## src/rtl/midi_pkg.sv

```systemverilog
// midi_pkg: shared definitions for the MIDI receiver.
//   - Wishbone register offsets (word index, wb_adr_i[3:2]) and STATUS bit positions
//   - receiver FSM state enum
//   - FIFO entry layout
//   - midi_data_count(): data bytes that follow a status byte (0 = not a channel message)
package midi_pkg;

  localparam logic [1:0] REG_STATUS = 2'd0;
  localparam logic [1:0] REG_DATA   = 2'd1;
  localparam logic [1:0] REG_CTRL   = 2'd2;

  localparam int ST_NOT_EMPTY = 0;
  localparam int ST_FULL      = 1;
  localparam int ST_OVF       = 2;
  localparam int ST_FERR      = 3;
  localparam int ST_COUNT_LSB = 8;

  typedef enum logic [1:0] {RX_IDLE, RX_START, RX_DATA, RX_STOP} rx_state_t;

  typedef struct packed {
    logic [7:0] status;
    logic [7:0] d1;
    logic [7:0] d2;
  } midi_msg_t;

  function automatic logic [1:0] midi_data_count(input logic [7:0] st);
    case (st[7:4])
      4'h8, 4'h9, 4'hA, 4'hB, 4'hE: return 2'd2;
      4'hC, 4'hD:                   return 2'd1;
      default:                      return 2'd0;
    endcase
  endfunction

endpackage

```

## src/rtl/midi_uart_rx.sv

```systemverilog
// midi_uart_rx: 8N1 serial receiver.
//   clk, rst      : system clock, async active-low reset
//   rxd           : raw serial input, idle high, asynchronous to clk
//   rx_byte       : received byte, valid while byte_valid is high
//   byte_valid    : 1-cycle pulse, one cycle after a good stop-bit sample
//   ferr_pulse    : 1-cycle pulse when the stop bit samples low (byte dropped)
module midi_uart_rx
  import midi_pkg::*;
#(
  parameter int DIV = 3200
) (
  input  logic       clk,
  input  logic       rst,
  input  logic       rxd,
  output logic [7:0] rx_byte,
  output logic       byte_valid,
  output logic       ferr_pulse
);

  localparam int CW = $clog2(DIV + 1);
  localparam logic [CW-1:0] BIT_LAST  = CW'(DIV - 1);
  localparam logic [CW-1:0] HALF_LAST = CW'(DIV / 2 - 1);

  logic [1:0]    sync;
  logic          rxd_q;
  logic          rxd_s;
  logic          fall;
  rx_state_t     state;
  logic [CW-1:0] cnt;
  logic [2:0]    bit_idx;
  logic [7:0]    shreg;

  assign rxd_s = sync[1];
  assign fall  = rxd_q & ~rxd_s;

  always_ff @(posedge clk or negedge rst) begin
    if (!rst) begin
      sync       <= 2'b11;
      rxd_q      <= 1'b1;
      state      <= RX_IDLE;
      cnt        <= '0;
      bit_idx    <= '0;
      shreg      <= '0;
      rx_byte    <= '0;
      byte_valid <= 1'b0;
      ferr_pulse <= 1'b0;
    end else begin
      sync       <= {sync[0], rxd};
      rxd_q      <= rxd_s;
      byte_valid <= 1'b0;
      ferr_pulse <= 1'b0;
      case (state)
        RX_IDLE: begin
          if (fall) begin
            state <= RX_START;
            cnt   <= '0;
          end
        end
        // Re-check the line at mid start bit; a high line means it was a glitch.
        RX_START: begin
          if (cnt == HALF_LAST) begin
            cnt     <= '0;
            bit_idx <= '0;
            state   <= rxd_s ? RX_IDLE : RX_DATA;
          end else begin
            cnt <= cnt + 1'b1;
          end
        end
        // Sampling point is now mid-bit; take one sample every DIV cycles, LSB first.
        RX_DATA: begin
          if (cnt == BIT_LAST) begin
            cnt   <= '0;
            shreg <= {rxd_s, shreg[7:1]};
            if (bit_idx == 3'd7) state <= RX_STOP;
            bit_idx <= bit_idx + 1'b1;
          end else begin
            cnt <= cnt + 1'b1;
          end
        end
        // Return to IDLE right at the stop sample so a back-to-back start edge is caught.
        RX_STOP: begin
          if (cnt == BIT_LAST) begin
            cnt   <= '0;
            state <= RX_IDLE;
            if (rxd_s) begin
              rx_byte    <= shreg;
              byte_valid <= 1'b1;
            end else begin
              ferr_pulse <= 1'b1;
            end
          end else begin
            cnt <= cnt + 1'b1;
          end
        end
        default: state <= RX_IDLE;
      endcase
    end
  end

endmodule

```

## src/rtl/wb_midi_rx.sv

```systemverilog
// wb_midi_rx: Wishbone MIDI receiver with running-status parser and message FIFO.
//   clk, rst        : system clock, async active-low reset
//   wb_*            : Wishbone slave (full-word access, wb_adr_i[3:2] decoded)
//                     0 STATUS  [0] not_empty [1] full [2] ovf [3] ferr [12:8] count, W1C on 2/3
//                     1 DATA    read {8'h00,status,d1,d2} and pop; 0 when empty
//                     2 CTRL    [0] ie
//   midi_rxd        : serial input, 31250 8N1 by default
//   intr            : registered ie & not_empty
module wb_midi_rx
  import midi_pkg::*;
#(
  parameter int clk_freq   = 100000000,
  parameter int baud       = 31250,
  parameter int fifo_depth = 8
) (
  input  logic        clk,
  input  logic        rst,
  input  logic [31:0] wb_adr_i,
  input  logic [31:0] wb_dat_i,
  output logic [31:0] wb_dat_o,
  input  logic [3:0]  wb_sel_i,
  input  logic        wb_stb_i,
  input  logic        wb_cyc_i,
  input  logic        wb_we_i,
  output logic        wb_ack_o,
  input  logic        midi_rxd,
  output logic        intr
);

  localparam int DIV  = clk_freq / baud;
  localparam int AW   = (fifo_depth > 1) ? $clog2(fifo_depth) : 1;
  localparam int CNTW = AW + 1;

  logic [7:0] rx_byte;
  logic       byte_valid;
  logic       ferr_pulse;

  midi_uart_rx #(.DIV(DIV)) u_rx (
    .clk        (clk),
    .rst        (rst),
    .rxd        (midi_rxd),
    .rx_byte    (rx_byte),
    .byte_valid (byte_valid),
    .ferr_pulse (ferr_pulse)
  );

  // Parser: rs is the running status (bit7 = 0 means none), idx counts stored data bytes.
  logic [7:0] rs;
  logic [7:0] d1;
  logic       idx;
  logic [1:0] need;
  logic       push;
  midi_msg_t  push_msg;

  assign need = midi_data_count(rs);

  always_comb begin
    push     = 1'b0;
    push_msg = '0;
    if (byte_valid && !rx_byte[7] && rs[7]) begin
      if (idx) begin
        push     = 1'b1;
        push_msg = '{status: rs, d1: d1, d2: rx_byte};
      end else if (need == 2'd1) begin
        push     = 1'b1;
        push_msg = '{status: rs, d1: rx_byte, d2: 8'h00};
      end
    end
  end

  always_ff @(posedge clk or negedge rst) begin
    if (!rst) begin
      rs  <= '0;
      d1  <= '0;
      idx <= 1'b0;
    end else if (byte_valid) begin
      if (rx_byte[7:3] == 5'b11111) begin
        // realtime: transparent to running status and partial message
      end else if (rx_byte[7:4] == 4'hF) begin
        rs  <= '0;
        idx <= 1'b0;
      end else if (rx_byte[7]) begin
        rs  <= rx_byte;
        idx <= 1'b0;
      end else if (rs[7]) begin
        if (idx || need == 2'd1) begin
          idx <= 1'b0;
        end else begin
          d1  <= rx_byte;
          idx <= 1'b1;
        end
      end
    end
  end

  // Wishbone decode; side effects land on the edge that raises ack.
  logic       req, wr, rd, pop;
  logic [1:0] adr;
  assign req = wb_stb_i & wb_cyc_i & ~wb_ack_o;
  assign wr  = req & wb_we_i;
  assign rd  = req & ~wb_we_i;
  assign adr = wb_adr_i[3:2];

  // FIFO
  midi_msg_t       mem [fifo_depth];
  logic [AW-1:0]   wr_ptr, rd_ptr;
  logic [CNTW-1:0] count;
  logic            not_empty, full, do_push;
  logic [4:0]      count5;

  assign not_empty = (count != '0);
  assign full      = (count == CNTW'(fifo_depth));
  assign pop       = rd & (adr == REG_DATA) & not_empty;
  // A full FIFO still accepts a push when a pop frees a slot in the same cycle.
  assign do_push   = push & (~full | pop);
  assign count5    = 5'(count);

  always_ff @(posedge clk) begin
    if (do_push) mem[wr_ptr] <= push_msg;
  end

  always_ff @(posedge clk or negedge rst) begin
    if (!rst) begin
      wr_ptr <= '0;
      rd_ptr <= '0;
      count  <= '0;
    end else begin
      if (do_push) wr_ptr <= AW'((wr_ptr + 1'b1) % fifo_depth);
      if (pop)     rd_ptr <= AW'((rd_ptr + 1'b1) % fifo_depth);
      case ({do_push, pop})
        2'b10:   count <= count + 1'b1;
        2'b01:   count <= count - 1'b1;
        default: ;
      endcase
    end
  end

  // Registers
  logic        ie, ovf, ferr;
  logic [31:0] rdata;

  always_comb begin
    rdata = '0;
    case (adr)
      REG_STATUS: begin
        rdata[ST_NOT_EMPTY]       = not_empty;
        rdata[ST_FULL]            = full;
        rdata[ST_OVF]             = ovf;
        rdata[ST_FERR]            = ferr;
        rdata[ST_COUNT_LSB +: 5]  = count5;
      end
      REG_DATA: if (not_empty) rdata = {8'h00, mem[rd_ptr]};
      REG_CTRL: rdata[0] = ie;
      default: ;
    endcase
  end

  always_ff @(posedge clk or negedge rst) begin
    if (!rst) begin
      ie       <= 1'b0;
      ovf      <= 1'b0;
      ferr     <= 1'b0;
      wb_ack_o <= 1'b0;
      wb_dat_o <= '0;
      intr     <= 1'b0;
    end else begin
      wb_ack_o <= req;
      wb_dat_o <= rd ? rdata : 32'h0;
      intr     <= ie & not_empty;
      if (wr && adr == REG_CTRL) ie <= wb_dat_i[0];
      // New events win over a simultaneous clear so none is lost.
      if (push && full && !pop)                              ovf <= 1'b1;
      else if (wr && adr == REG_STATUS && wb_dat_i[ST_OVF])  ovf <= 1'b0;
      if (ferr_pulse)                                        ferr <= 1'b1;
      else if (wr && adr == REG_STATUS && wb_dat_i[ST_FERR]) ferr <= 1'b0;
    end
  end

  logic unused_bits;
  assign unused_bits = ^{wb_sel_i, wb_dat_i[31:4], wb_adr_i[31:4], wb_adr_i[1:0]};

endmodule

```

## config.mk

```make
export PLATFORM = sky130hd
export DESIGN_NAME = wb_midi_rx
export DESIGN_NICKNAME = d
export VERILOG_FILES = /design/src/rtl/midi_pkg.sv /design/src/rtl/midi_uart_rx.sv /design/src/rtl/wb_midi_rx.sv
export SDC_FILE = /design/constraint.sdc
export NUM_CORES = 1
export LEC_CHECK = 0
export BUFFER_PORTS_ARGS = -buffer_cell sky130_fd_sc_hd__buf_2
export CORE_MARGIN = 2
export CORE_UTILIZATION = 35
export CTS_CLUSTER_SIZE = 8
export DETAILED_ROUTE_END_ITERATION = 8
export GPL_ROUTABILITY_DRIVEN = 0
export GPL_TIMING_DRIVEN = 0
export PLACE_DENSITY = 0.55
export SKIP_CTS_REPAIR_TIMING = 1
export SLEW_MARGIN = 20
export SYNTH_ARGS = -nofsm -noshare
export SYNTH_HDL_FRONTEND = slang
export SYNTH_SLANG_ARGS = --single-unit
```

## constraint.sdc

```tcl
create_clock -name clk -period 9.65 [get_ports clk]
set_input_delay 0.4825 -clock clk [delete_from_list [all_inputs] [get_ports clk]]
set_output_delay 0.4825 -clock clk [all_outputs]
set_load 0.01 [all_outputs]
```

==> impl_metrics.tcl <==
set metrics [dict create \
    io_pins 108 \
    via_per_inst 4.76 \
    p_clk_frac 0.468 \
    avgSynthCellArea_um2 17.2 \
    synth_edf_count 192 \
    clock_sinks 285 \
    hold_depth 1 \
    fp.dieW_um 185 \
    multiInputGateArea_um2 3260 \
    maxCapViolCount 0 \
    die_h_um 185 \
    synth_area_um2 11500 \
    antenna_found_initial 0 \
    crit_chain "nand3b_1 -> a21oi_1 -> o21ai_1 -> nor4_2 -> buf_4 -> buf_4 -> buf_2" \
    final_nets 877 \
    worstHoldStart "midi_rxd" \
    synth_seq_cells 285 \
    report.final.hold_viol_count 0 \
    critPathCaptureType "flip-flop" \
    maxSlewHeadroom 0.363 \
    p_int_w 0.00218 \
    finClkSkew_ps 15.3 \
    drive_above_1_share 0.271 \
    reg2reg_depth 7 \
    start_util 0.354 \
    required_ps 9860 \
    cpMaxStageDelayCell "nor4_2" \
    routed_wl_um 23600 \
    period_share 0.337 \
    cp_max_fo 6 \
    placement.io_buffers 36 \
    dpl_cell_area_um2 12600 \
    synth_flop_cell "edfxtp_1" \
    cts_tree "done" \
    fin_setup_tns_ps 0 \
    r2r_slack_ps 6400 \
    clockBufferDepth 3 \
    drt_iter0_markers 439 \
    fp.coreArea_um2 32400 \
    dieArea_um2 34200 \
    ys_seq_area_frac 0.707 \
    rows 66 \
    cp_slowest_stage_delay_ps 680 \
    r2r-end "mem[0][13]$_DFFE_PP_" \
    postSynthCellCount 667 \
    period_needed_ps 3250 \
    grt-ovfl-total 0 \
    most-common-layout-cells "edfxtp_1, dfrtp_1, nand2_1" \
    grt_pass1_vias 6279 \
    p_leak_nw 5.62 \
    ys_async_sr_fraction 0.326 \
    htree_levels 2 \
    p_sw_w 0.000617 \
    drv_slew 0 \
    hpwl_um 15500 \
    cts_inserted_buffers 41 \
    vdd_drop_max_v 0.000112 \
    path_common_cell "buf_4" \
    tightest_slew_ps 956 \
    syn_to_final_growth_pct 20.3 \
    worstSkewPairLatency_ps 520 \
    grt_start_max_net_pins 55 \
    finalSetupViolCount 0 \
    seq_area_um2 8100 \
    ys_types 57 \
    track_usage 0.143 \
    p_seq_frac 0.472 \
    combPwrFrac 0.059 \
    hold_path_class "in -> reg" \
    root_buffer "clkbuf_16" \
    final_cell_area_um2 13800 \
    hold_end "u_rx.sync[0]$_DFF_PN1_" \
    wire_per_inst_um 18.6 \
    timing.rr.start "u_rx.rx_byte[7]$_DFFE_PN0P_" \
    fmax_mhz 308 \
    fillCellCount 2943 \
    ant_nets 0 \
    status "complete, no violations" \
    yosysWarnings 0 \
    final_common_cell "edfxtp_1" \
    cellPowerDensity_nw_per_um2 203 \
    first_pass_iters 5 \
    rsz0062_at_grt "false" \
    antennaDiodeCount 0 \
    path_class "reg -> reg" \
    vias 6041 \
    cts.reportedPaths.clkPinSlew_ps 50 \
    crit_path_start_kind "flip-flop" \
    grt_pass1_wl_um 37000 \
    crit_arrival_ps 3460 \
    switching_share 0.221 \
    post-route-drc-count 0 \
]
[power groups by stage]
stage               sequential (W)  combinational [W]  clock, W
global route               0.00132           0.000190   0.00140
detailed placement         0.00134           0.000170         0
floorplan                  0.00134           0.000122         0
global placement           0.00134           0.000165         0
CTS                        0.00132           0.000170   0.00134
finish                     0.00132           0.000166   0.00131
[layout make-up]
cell class,instances,share of cell area
sequential,285,0.587
inverter,7,0.00191
timing repair buffer,60,0.0318
clock inverter,3,0.00300
multi-input combinational,362,0.236
buffer,36,0.0155
clock buffer,73,0.0839
tap,442,0.0401
[registers in the layout, summed over array words and instances, names as in the netlist, 4 cells and up, named ones only]
| name | count |
|---|---|
| mem | 192 |
| wb_dat_o | 24 |
| u_rx.cnt | 12 |
| rs | 8 |
| u_rx.rx_byte | 8 |
| u_rx.shreg | 8 |
| d1 | 7 |
| count | 4 |
[cells in the mapped netlist, types with 8 or more instances]
cell	instances	area [µm²]
and2_1	15	93.8
nor3_1	10	50.1
nand3_1	23	115
mux2_2	18	203
a22o_1	10	87.6
nor2_1	26	97.6
mux2i_1	29	290
clkbuf_1	12	45.0
mux4_2	48	1080
o21ai_0	12	60.1
buf_4	9	67.6
buf_2	11	55.1
nand2_1	52	195
edfxtp_1	192	5770
mux2_4	8	120
ha_1	10	125
dfrtp_1	90	2250
[cell families after synthesis]
| kind of cell | synth area share |
|---|---|
| AO/OA/AOI/OAI | 0.0334 |
| XOR/XNOR | 0.00612 |
| adder cells (fa/ha/maj) | 0.0109 |
| buffers and inverters | 0.0210 |
| flip-flops | 0.707 |
| multiplexers | 0.148 |
| other | 0.000327 |
| AND/OR/NAND/NOR | 0.0735 |
[layer usage]
layer / GRT usage / wire [µm] / up-vias / share of wire
met5: 0 / 0 / - / 0
met4: 0.0438 / 353 / 0 / 0.015
met3: 0.0244 / 915 / 32 / 0.039
met2: 0.225 / 11100 / 114 / 0.47
met1: 0.204 / 11200 / 3085 / 0.48
li1: - / - / 2810 / -
[metrics by stage]
| step | std cells | setup WS (ps) | hold WS [ps] | total power (W) | util |
|---|---|---|---|---|---|
| global placement | 1168 | 2390 | 347 | 0.00151 | 0.379 |
| finish | 1268 | 6400 | 63.3 | 0.00279 | 0.426 |
| floorplan | 690 | 5740 | 187 | 0.00146 | - |
| global route | 1268 | 6170 | 43.9 | 0.00291 | 0.426 |
| CTS | 1267 | 6340 | -123 | 0.00283 | 0.425 |
| detailed placement | 1191 | 6360 | 347 | 0.00151 | 0.388 |
[worst max-delay path: cells and delay by family, from the launching register on]
kind	cells	cell delay (ps)
AO/OA/AOI/OAI	2	920
buffers and inverters	3	640
flip-flops	1	440
AND/OR/NAND/NOR	2	930
[worst max path at each step]
stage                           startpoint                   end
6_report       u_rx.rx_byte[7]$_DFFE_PN0P_  mem[0][13]$_DFFE_PP_
3_5_place_dp   u_rx.rx_byte[7]$_DFFE_PN0P_  mem[0][13]$_DFFE_PP_
4_1_cts        u_rx.rx_byte[7]$_DFFE_PN0P_   mem[0][5]$_DFFE_PP_
5_1_grt        u_rx.rx_byte[7]$_DFFE_PN0P_   mem[0][5]$_DFFE_PP_
2_1_floorplan  u_rx.rx_byte[7]$_DFFE_PN0P_   mem[0][0]$_DFFE_PP_
3_3_place_gp   u_rx.rx_byte[7]$_DFFE_PN0P_  mem[0][13]$_DFFE_PP_
(Power assumes the default switching activity.)
